`src/rtl/flags_drain_controller.sv`:
```
// flags_drain_controller
//   Drains the flags register file. It scans the per-channel RX flags, picks
//   one pending channel round-robin, and offers its address over a
//   valid/ready handshake. After the consumer accepts, it clears the flag with
//   a one-cycle RTR write strobe, then idles one cycle so the register file
//   update is visible before the next scan.
//
//   Optional build macro: FLAGS_DRAIN_TIMEOUT_EN
//     When defined, an offer that waits TIMEOUT_CYCLES without acceptance is
//     abandoned. The flag is not cleared, the sticky timeout_error output is
//     set, and the round-robin pointer moves past the abandoned channel.
module flags_drain_controller #(
  parameter int ADDR_WIDTH = 1
`ifdef FLAGS_DRAIN_TIMEOUT_EN
  , parameter int TIMEOUT_CYCLES = 16
`endif
) (
  input  logic                     clk,
  input  logic                     reset_n,
  input  logic [2**ADDR_WIDTH-1:0] flags_in,
  output logic                     req_valid,
  output logic [ADDR_WIDTH-1:0]    req_address,
  input  logic                     req_ready,
  output logic                     rtr_write_enable,
  output logic [ADDR_WIDTH-1:0]    rtr_address,
  output logic                     busy
`ifdef FLAGS_DRAIN_TIMEOUT_EN
  , output logic                   timeout_error
`endif
);

  localparam int NUM_FLAGS = 2**ADDR_WIDTH;

  typedef enum logic [1:0] {
    IDLE,
    OFFER,
    CLEAR,
    SETTLE
  } state_t;

  state_t                  state_reg;
  logic [ADDR_WIDTH-1:0]   rr_pointer_reg;
  logic [ADDR_WIDTH-1:0]   pick_next;
  logic [ADDR_WIDTH-1:0]   scan_idx;
  logic                    pick_valid;

`ifdef FLAGS_DRAIN_TIMEOUT_EN
  localparam int CNT_W = $clog2(TIMEOUT_CYCLES + 1);
  logic [CNT_W-1:0]        wait_cnt_reg;
`endif

  // Round-robin pick: the first set flag at or above rr_pointer, wrapping.
  // Scanning from the farthest offset down lets the nearest hit win.
  always_comb begin
    pick_valid = |flags_in;
    pick_next  = rr_pointer_reg;
    scan_idx   = rr_pointer_reg;
    for (int i = NUM_FLAGS - 1; i >= 0; i--) begin
      scan_idx = rr_pointer_reg + ADDR_WIDTH'(i);
      if (flags_in[scan_idx]) begin
        pick_next = scan_idx;
      end
    end
  end

  // Handshake FSM; every output is registered.
  always_ff @(posedge clk or negedge reset_n) begin
    if (!reset_n) begin
      state_reg        <= IDLE;
      req_valid        <= 1'b0;
      req_address      <= '0;
      rtr_write_enable <= 1'b0;
      rtr_address      <= '0;
      busy             <= 1'b0;
      rr_pointer_reg   <= '0;
`ifdef FLAGS_DRAIN_TIMEOUT_EN
      wait_cnt_reg     <= '0;
      timeout_error    <= 1'b0;
`endif
    end else begin
      case (state_reg)
        IDLE: begin
          rtr_write_enable <= 1'b0;
          if (pick_valid) begin
            req_address <= pick_next;
            req_valid   <= 1'b1;
            busy        <= 1'b1;
            state_reg   <= OFFER;
`ifdef FLAGS_DRAIN_TIMEOUT_EN
            wait_cnt_reg <= '0;
`endif
          end
        end
        OFFER: begin
          // req_valid is known to be high here, so req_ready alone means accept.
          if (req_ready) begin
            req_valid        <= 1'b0;
            rtr_write_enable <= 1'b1;
            rtr_address      <= req_address;
            state_reg        <= CLEAR;
          end
`ifdef FLAGS_DRAIN_TIMEOUT_EN
          else if (wait_cnt_reg == CNT_W'(TIMEOUT_CYCLES - 1)) begin
            // Abandon: the flag stays pending, so skip past it for fairness.
            req_valid      <= 1'b0;
            timeout_error  <= 1'b1;
            rr_pointer_reg <= req_address + ADDR_WIDTH'(1);
            state_reg      <= SETTLE;
          end else begin
            wait_cnt_reg <= wait_cnt_reg + CNT_W'(1);
          end
`endif
        end
        CLEAR: begin
          rtr_write_enable <= 1'b0;
          rr_pointer_reg   <= req_address + ADDR_WIDTH'(1);
          state_reg        <= SETTLE;
        end
        SETTLE: begin
          busy      <= 1'b0;
          state_reg <= IDLE;
        end
        default: begin
          state_reg <= IDLE;
        end
      endcase
    end
  end

endmodule

```
`config.mk`:
```
export PLATFORM = sky130hd
export DESIGN_NAME = flags_drain_controller
export DESIGN_NICKNAME = d
export VERILOG_FILES = /design/src/rtl/flags_drain_controller.sv
export SDC_FILE = /design/constraint.sdc
export NUM_CORES = 1
export LEC_CHECK = 0
export BUFFER_PORTS_ARGS = -buffer_cell sky130_fd_sc_hd__clkbuf_2
export CAP_MARGIN = 20
export CORE_UTILIZATION = 35
export DETAILED_ROUTE_END_ITERATION = 8
export PLACE_DENSITY_LB_ADDON = 0.25
export SYNTH_ARGS = -nofsm -noshare
export SYNTH_HDL_FRONTEND = slang
export SYNTH_SLANG_ARGS = --single-unit
```
`constraint.sdc`:
```
create_clock -name clk -period 1.7 [get_ports clk]
set_clock_uncertainty 0.1 [all_clocks]
set_input_delay 0.085 -clock clk [delete_from_list [all_inputs] [get_ports clk]]
set_output_delay 0.085 -clock clk [all_outputs]
set_load 0.05 [all_outputs]
```
==> results of run 1 <==
-- critical path, cell delays in order (launching register included) --
cell     delay (ns)
dfrtp_1        0.41
inv_1          0.11
ha_1           0.30
a21oi_2        0.21
mux2_4         0.31
-- worst paths after layout --
| kind | slack, ns | end | cells after the start | start |
|---|---|---|---|---|
| min | 0.03 | req_address$_DFFE_PN0P_ | 3 | flags_in[1] |
| max in group asynchronous | 1.21 | state_reg[0]$_DFFE_PN0P_ | 2 | reset_n |
| max | 0.13 | state_reg[1]$_DFFE_PN0P_ | 4 | state_reg[0]$_DFFE_PN0P_ |
| min reg2reg | 0.40 | rr_pointer_reg$_DFFE_PN0P_ | 1 | req_address$_DFFE_PN0P_ |
| max reg2reg | 0.13 | state_reg[1]$_DFFE_PN0P_ | 4 | state_reg[0]$_DFFE_PN0P_ |
| min in group asynchronous | 0.11 | rr_pointer_reg$_DFFE_PN0P_ | 2 | reset_n |
-- cell usage after synthesis (all sizes together) --
cell type and count:
dfrtp 8, a21oi 3, inv 4, mux2 2, ha 7, nor2 4
a211oi 1, o21ai 3, o311ai 1, a31oi 1, nand2 2, mux2i 2
o41ai 1, nor2b 1
-- cells by family after synthesis --
family                     count (synthesis)  synth area share [%]
and+or+nand+nor                            7                  8.47
muxes                                      4                  10.1
adders and majority gates                  7                  19.1
AOI/OAI and AO/OA                         10                  15.3
buffers and inverters                      4                  3.28
DFF                                        8                  43.7
-- cell type report --
type / count / area [sq um]
multi-input combinational: 28 / 243
inverter: 4 / 15.0
sequential: 8 / 200
clock buffer: 3 / 22.5
fill: 107 / 586
timing repair buffer: 12 / 72.6
tap: 14 / 17.5
-- power groups by stage --
stage / clock network (uW) / logic (uW) / registers, uW
3_5_place_dp: 0 / 715 / 361
5_1_grt: 172 / 796 / 376
6_report: 156 / 719 / 358
3_3_place_gp: 0 / 710 / 361
4_1_cts: 161 / 724 / 359
2_1_floorplan: 0 / 347 / 563
-- layer usage --
metal | vias to the layer above | global-route usage, %
met1 | 163 | 19.6
met2 | 10 | 21.2
met4 | 0 | 10.7
met5 | - | 0
met3 | 4 | 6.98
li1 | 170 | -
-- metrics by stage --
stage	cell area [sq um]	total power (uW)	hold WS [ns]	setup WS (ns)
CTS	571	1240	0.0157	0.127
detailed placement	528	1080	-0.154	0.134
global route	571	1340	0.0471	0.0111
finish	571	1230	0.0258	0.135
global placement	528	1070	-0.156	0.166
floorplan	458	910	-0.311	0.221
==> metrics, run 1 <==
status finished, final reports clean; Cell Pwr Density 2160 nW/um^2; Yosys warnings 0; Critical Path AT 1.61 ns; synthesized area 458 sq um; ranking of synthesized cells by area dfrtp_1 44%, ha_1 19%, mux2i_1 4.4%; final hold vios 0; initial antenna violation count 0; Synth cell types 18; Hold Crit Class primary input to flip-flop; Met1 Wirelength 394 microns; Max Cap Violations 0; height of the die 38.2 microns; Starting Density 39.6%; Peak VDD IR 960 uV; commonest non-fill, non-tap cell in the layout clkbuf_2; Tmin final 1.57 ns; relative slew slack 78.0%; switching share of power between 40% and 50%; clk root buf clkbuf_4; vias 347; Core Box Area approximately 1200 sq um; Seq pwr share 29.1%; met3 WL between 50 and 60 microns; CP Launch Type flip-flop; max-slew violations 0; largest net degree at the start of global routing 9; Final Util approximately half; post-route clock period utilization 92.1%; synthesized flop and latch total 8; Final #Nets 69; row count 12; clock share of power 12.7%; drt drc 0; vias in the first global route 321; top sig layer met4; post-synthesis sequential area ratio 43.7%; Skew-Pair Late Insertion Delay 0.26 ns; post-CTS resize count 0; # IOs 10; wire per inst 12.3 microns; first-pass GRT wire length 1.46 mm; Reg clk slew, reported paths 0.06 ns; Fmax achieved 0.639 GHz; Yosys top cell area share 43.7%; Area Overhead vs Synth 24.6%; Clock Tree Buf Depth 2; Port Buffers 9; Non-Filler Instances 69; CTS hold repair buffers 2; Int Power about 640 uW; pin slew with the least headroom to its limit 0.326 ns; layout cell share with drive strength beyond 1 between 30% and 40%; Leak Pwr 0.000290 uW; Final ANT Viol Nets 0; CP Class flip-flop to flip-flop; width of the die 38.2 microns; RSZ-0062 raised after global routing no; Required @ worst endpoint 1.75 ns; net switching power 596 uW; gr usage total 15.7%; combinational power share roughly three fifths; Pre-antenna DRT Iters 2; total grt overflow 0; Syn Area/Cell 11.4 sq um; die area 1460 sq um; cell total after placement 64; Num CTS Buffers 3; postcts setup bufs 0; syn nets 52; drt initial violations 4; Cells after Synth 40; Crit. End Element flip-flop; depth of the CTS H-tree 1; GPL Wtd Cong 0.702; Final setup viols 0; Setup TNS 0 ns; Worst Path Max Fanout 7; Via-to-Cell Ratio approximately 5; most frequent cells in the layout 9 x clkbuf_2, 8 x dfrtp_1, 7 x ha_1; CTS tree done; diode count 0; routed length on met2 between 300 and 400 microns; max FFs per register 2; wirelength, routed 848 microns; Sink Count 8; area leader, netlist dfrtp_1
No activity file was read; power rests on OpenSTA's default activity.
==> inputs of run 2 (changes only) <==
PLACE_DENSITY = 0.63   (was unset)
PLACE_DENSITY_LB_ADDON = unset   (was 0.25)
==> metrics, run 2 (same netlist as run 1, synthesis figures left out) <==
status finished, final reports clean; relative slew slack 78.9% (+0.88 points); Leak Pwr 0.000290 uW (unchanged); Clock Tree Buf Depth 2 (unchanged); crit path cell chain inv_1, ha_1, a21oi_2, mux2_4; most used routing layer met2; Pre-antenna DRT Iters 1 (-1); CTS tree done; diode count 0 (unchanged); post-route clock period utilization 91.8% (-0.27 points); Required @ worst endpoint 1.74 ns (about the same); Port Buffers 9 (unchanged); # IOs 10 (unchanged); Final #Nets 69 (unchanged); Cell Pwr Density 2140 nW/um^2 (-0.76%); slowest CP cell dfrtp_1; die area 1460 sq um (unchanged); wire per inst 11.6 microns (-5.3%); GR Layer Usage met1 16.5% (-3.2 points); Worst Path Max Fanout 7 (unchanged); drt drc 0 (unchanged); Final ANT Viol Nets 0 (unchanged); GPL Wtd Cong 0.742 (+5.8%); row count 12 (unchanged); Num CTS Buffers 3 (unchanged); commonest non-fill, non-tap cell in the layout clkbuf_2; wirelength, routed 803 microns (-5.3%); CP bufs+invs 1 (unchanged); cell total after placement 64 (unchanged); met3 Usage GRT 8.72% (+1.7 points); Critical Path AT 1.60 ns (about the same); first-pass GRT wire length 1.37 mm (-6.6%); Reg clk slew, reported paths 0.05 ns (about the same); Hold Crit Class primary input to flip-flop; clk root buf clkbuf_4; Starting Density 39.6% (unchanged); most frequent cells in the layout 9 x clkbuf_2, 8 x dfrtp_1, 7 x ha_1; postcts setup bufs 0 (unchanged); layout cell share with drive strength beyond 1 34.5% (unchanged); vias in the first global route 330 (+2.8%); Final setup viols 0 (unchanged); Crit. End Element flip-flop; drt initial violations 0 (-4); CP Launch Type flip-flop; Sink Count 8 (unchanged); Skew-Pair Late Insertion Delay 0.25 ns (about the same); dpl hpwl 602 microns; max-slew violations 0 (unchanged); CP Class flip-flop to flip-flop; Max Cap Violations 0 (unchanged); crit-path max cell delay 0.41 ns (about the same); pin slew with the least headroom to its limit 0.313 ns (-0.0130 ns); depth of the CTS H-tree 1 (unchanged); CP delay by family, top flip-flops; RSZ-0062 raised after global routing no; Setup TNS 0 ns (unchanged); initial antenna violation count 0 (unchanged); Via-to-Cell Ratio 4.75 (-5.5%); Area Overhead vs Synth 24.6% (unchanged); Tmin final 1.56 ns (-0.00463 ns); Core Box Area 1160 sq um (unchanged); gr usage total 14.9% (-0.82 points); total grt overflow 0 (unchanged); largest net degree at the start of global routing 9 (unchanged); height of the die 38.2 microns (unchanged); max FFs per register 2 (unchanged); met2 usage 22.0% (+0.85 points); Non-Filler Instances 69 (unchanged); final hold vios 0 (unchanged); fill count 109 (+1.9%); Peak VDD IR 962 uV (+0.18%); width of the die 38.2 microns (unchanged); vias 328 (-5.5%); Fmax achieved 0.641 GHz (+0.30%)
-- run 2: worst register-to-register path, delay by kind of cell, from the launching register on --
| kind | cells | cell delay [ns] |
|---|---|---|
| multiplexers | 1 | 0.31 |
| adder cells (fa/ha/maj) | 1 | 0.30 |
| AO/OA/AOI/OAI | 1 | 0.21 |
| buffers and inverters | 1 | 0.11 |
| flip-flops | 1 | 0.41 |
-- run 2: layout make-up --
type / instances / area, sq um / area share, %
multi-input combinational: 28 / 243 / 42.5
sequential: 8 / 200 / 35.1
timing repair buffer: 12 / 72.6 / 12.7
clock buffer: 3 / 22.5 / 3.95
tap: 14 / 17.5 / 3.07
inverter: 4 / 15.0 / 2.63
-- run 2: timing repair --
action / in CTS / in global routing
resized for setup: 0 / 0
hold endpoints to repair: 9 / 0
hold buffers: 2 / 0
-- run 2: worst paths after layout --
kind,from,to,slack (ns),cells after the start
worst max-delay path,state_reg[0]$_DFFE_PN0P_,state_reg[1]$_DFFE_PN0P_,0.14,4
worst min-delay path,flags_in[1],req_address$_DFFE_PN0P_,0.02,3
worst max register to register,state_reg[0]$_DFFE_PN0P_,state_reg[1]$_DFFE_PN0P_,0.14,4
worst min register to register,req_address$_DFFE_PN0P_,rr_pointer_reg$_DFFE_PN0P_,0.40,1
max in group asynchronous,reset_n,busy$_DFFE_PN0P_,1.20,2
min in group asynchronous,reset_n,rr_pointer_reg$_DFFE_PN0P_,0.12,2
-- run 2: layer usage --
metal,up-vias,wire [microns]
li1,168,-
met1,149,386
met2,9,359
met3,2,50
met4,0,7
met5,-,0
-- run 2: through the flow --
step           util, %  setup slack, ns  instance area [sq um]  total power, uW  hold slack, ns
2_1_floorplan        -            0.221                    458              910          -0.311
3_5_place_dp      45.7            0.127                    528             1080          -0.155
3_3_place_gp      45.7            0.167                    528             1070          -0.156
6_report          49.4            0.139                    571             1220          0.0236
5_1_grt           49.4           0.0213                    571             1330          0.0477
4_1_cts           49.4            0.123                    571             1240          0.0180
-- run 2: power breakdown --
part	switching, uW	internal, uW
Combinational	456	266
Sequential	65.4	291
Clock	64.5	80.8
Total	586	638
==> inputs of run 3 (changes only) <==
HOLD_SLACK_MARGIN = 0.1   (was unset)
==> metrics, run 3 (same netlist as run 1, synthesis figures left out) <==
Cell Pwr Density 2110 nW/um^2 (-1.6%); Worst Hold Depth 3 (unchanged); total grt overflow 0 (unchanged); Final setup viols 0 (unchanged); wirelength, routed 807 microns (+0.50%); die area 1460 sq um (unchanged); CP Class flip-flop to flip-flop; Pwr Total 1230 uW (+0.16%); commonest non-fill, non-tap cell in the layout clkbuf_2; pin slew with the least headroom to its limit 0.313 ns (unchanged); Required @ worst endpoint 1.74 ns (about the same); Starting Density 39.6% (unchanged); depth of the CTS H-tree 1 (unchanged); clk root buf clkbuf_4; layout cell share with drive strength beyond 1 33.9% (-0.62 points); wire per inst 11.5 microns (-0.94%); Critical Path AT 1.60 ns (about the same); Reg clk slew, reported paths 0.05 ns (about the same); CTS tree done; height of the die 38.2 microns (unchanged); Num CTS Buffers 3 (unchanged); Core Box Area 1160 sq um (unchanged); Port Buffers 9 (unchanged); vias in the first global route 333 (+0.91%); CP Launch Type flip-flop; relative slew slack 78.9% (unchanged); Final ANT Viol Nets 0 (unchanged); Pre-antenna DRT Iters 1 (unchanged); Hold Crit Class primary input to flip-flop; initial antenna violation count 0 (unchanged); Clock Tree Buf Depth 2 (unchanged); Fmax achieved 0.641 GHz (about the same); GPL Wtd Cong 0.742 (unchanged); post-route clock period utilization 91.8% (about the same); status finished, final reports clean; Sink Count 8 (unchanged); Peak VDD IR 962 uV (about the same); RSZ-0062 raised after global routing no; first-pass GRT wire length 1.37 mm (unchanged); # IOs 10 (unchanged); Crit. End Element flip-flop; width of the die 38.2 microns (unchanged); max FFs per register 2 (unchanged); most frequent cells in the layout 9 x clkbuf_2, 8 x dfrtp_1, 7 x ha_1; max-slew violations 0 (unchanged); largest net degree at the start of global routing 9 (unchanged); Via-to-Cell Ratio 4.74 (-0.23%); Worst Path Max Fanout 7 (unchanged); Setup TNS 0 ns (unchanged); row count 12 (unchanged); Leak Pwr 0.000294 uW (+1.4%); Max Cap Violations 0 (unchanged); R2R cell count 4 (unchanged); Area Overhead vs Synth 26.8%; Skew-Pair Late Insertion Delay 0.25 ns (about the same); dpl hpwl 602 microns (unchanged); drt initial violations 0 (unchanged); final hold vios 0 (unchanged); drt drc 0 (unchanged); Final #Nets 70 (+1.4%); Tmin final 1.56 ns (+0.000281 ns); diode count 0 (unchanged); post-CTS resize count 0 (unchanged); gr usage total 14.9% (unchanged); vias 332 (+1.2%)
## run 3: changes by cell type in the layout (fill, tap and decap cells not counted), sizes merged
cell	previous run	this run
dlygate4sd3	2	3
## run 3: path summary, 6_finish.rpt
check / to / slack, ns / start
worst max-delay path: state_reg[1]$_DFFE_PN0P_ / 0.14 / state_reg[0]$_DFFE_PN0P_
worst min-delay path: rtr_address$_DFFE_PN0P_ / 0.11 / req_ready
worst max register to register: state_reg[1]$_DFFE_PN0P_ / 0.14 / state_reg[0]$_DFFE_PN0P_
worst min register to register: rr_pointer_reg$_DFFE_PN0P_ / 0.40 / req_address$_DFFE_PN0P_
max in group asynchronous: busy$_DFFE_PN0P_ / 1.20 / reset_n
min in group asynchronous: rr_pointer_reg$_DFFE_PN0P_ / 0.12 / reset_n
## run 3: what timing repair did
item | in CTS | in global routing
setup endpoints to repair | 0 | 0
endpoints found under the hold margin | 10 | 0
hold buffers | 3 | 0
setup buffers | 0 | 0
## run 3: worst max-delay path: stages, from the launching register on
cell	delay (ns)
dfrtp_1	0.41
inv_1	0.11
ha_1	0.30
a21oi_2	0.21
mux2_4	0.31
## run 3: cell type report
class,instances,area [sq um]
inverter,4,15.0
fill,106,576
timing repair buffer,13,82.6
sequential,8,200
tap,14,17.5
multi-input combinational,28,243
clock buffer,3,22.5
## run 3: metal layers
layer / routed length, microns / track usage, %
met5: 0 / 0
met4: 7 / 8.04
met3: 53 / 8.72
met2: 360 / 22.0
met1: 385 / 16.5
## run 3: metrics by stage
step / instances / instance area (sq um) / setup slack, ns / hold WS (ns) / util (%)
floorplan: 40 / 458 / 0.221 / -0.311 / -
global placement: 64 / 528 / 0.167 / -0.156 / 45.7
detailed placement: 64 / 528 / 0.127 / -0.155 / 45.7
CTS: 70 / 581 / 0.123 / 0.108 / 50.2
global route: 70 / 581 / 0.0213 / 0.105 / 50.2
finish: 70 / 581 / 0.139 / 0.112 / 50.2
## run 3: report_power, final
| group | internal, uW | switching [uW] |
|---|---|---|
| combinational | 268 | 456 |
| sequential | 291 | 65.4 |
| clock | 80.8 | 64.5 |
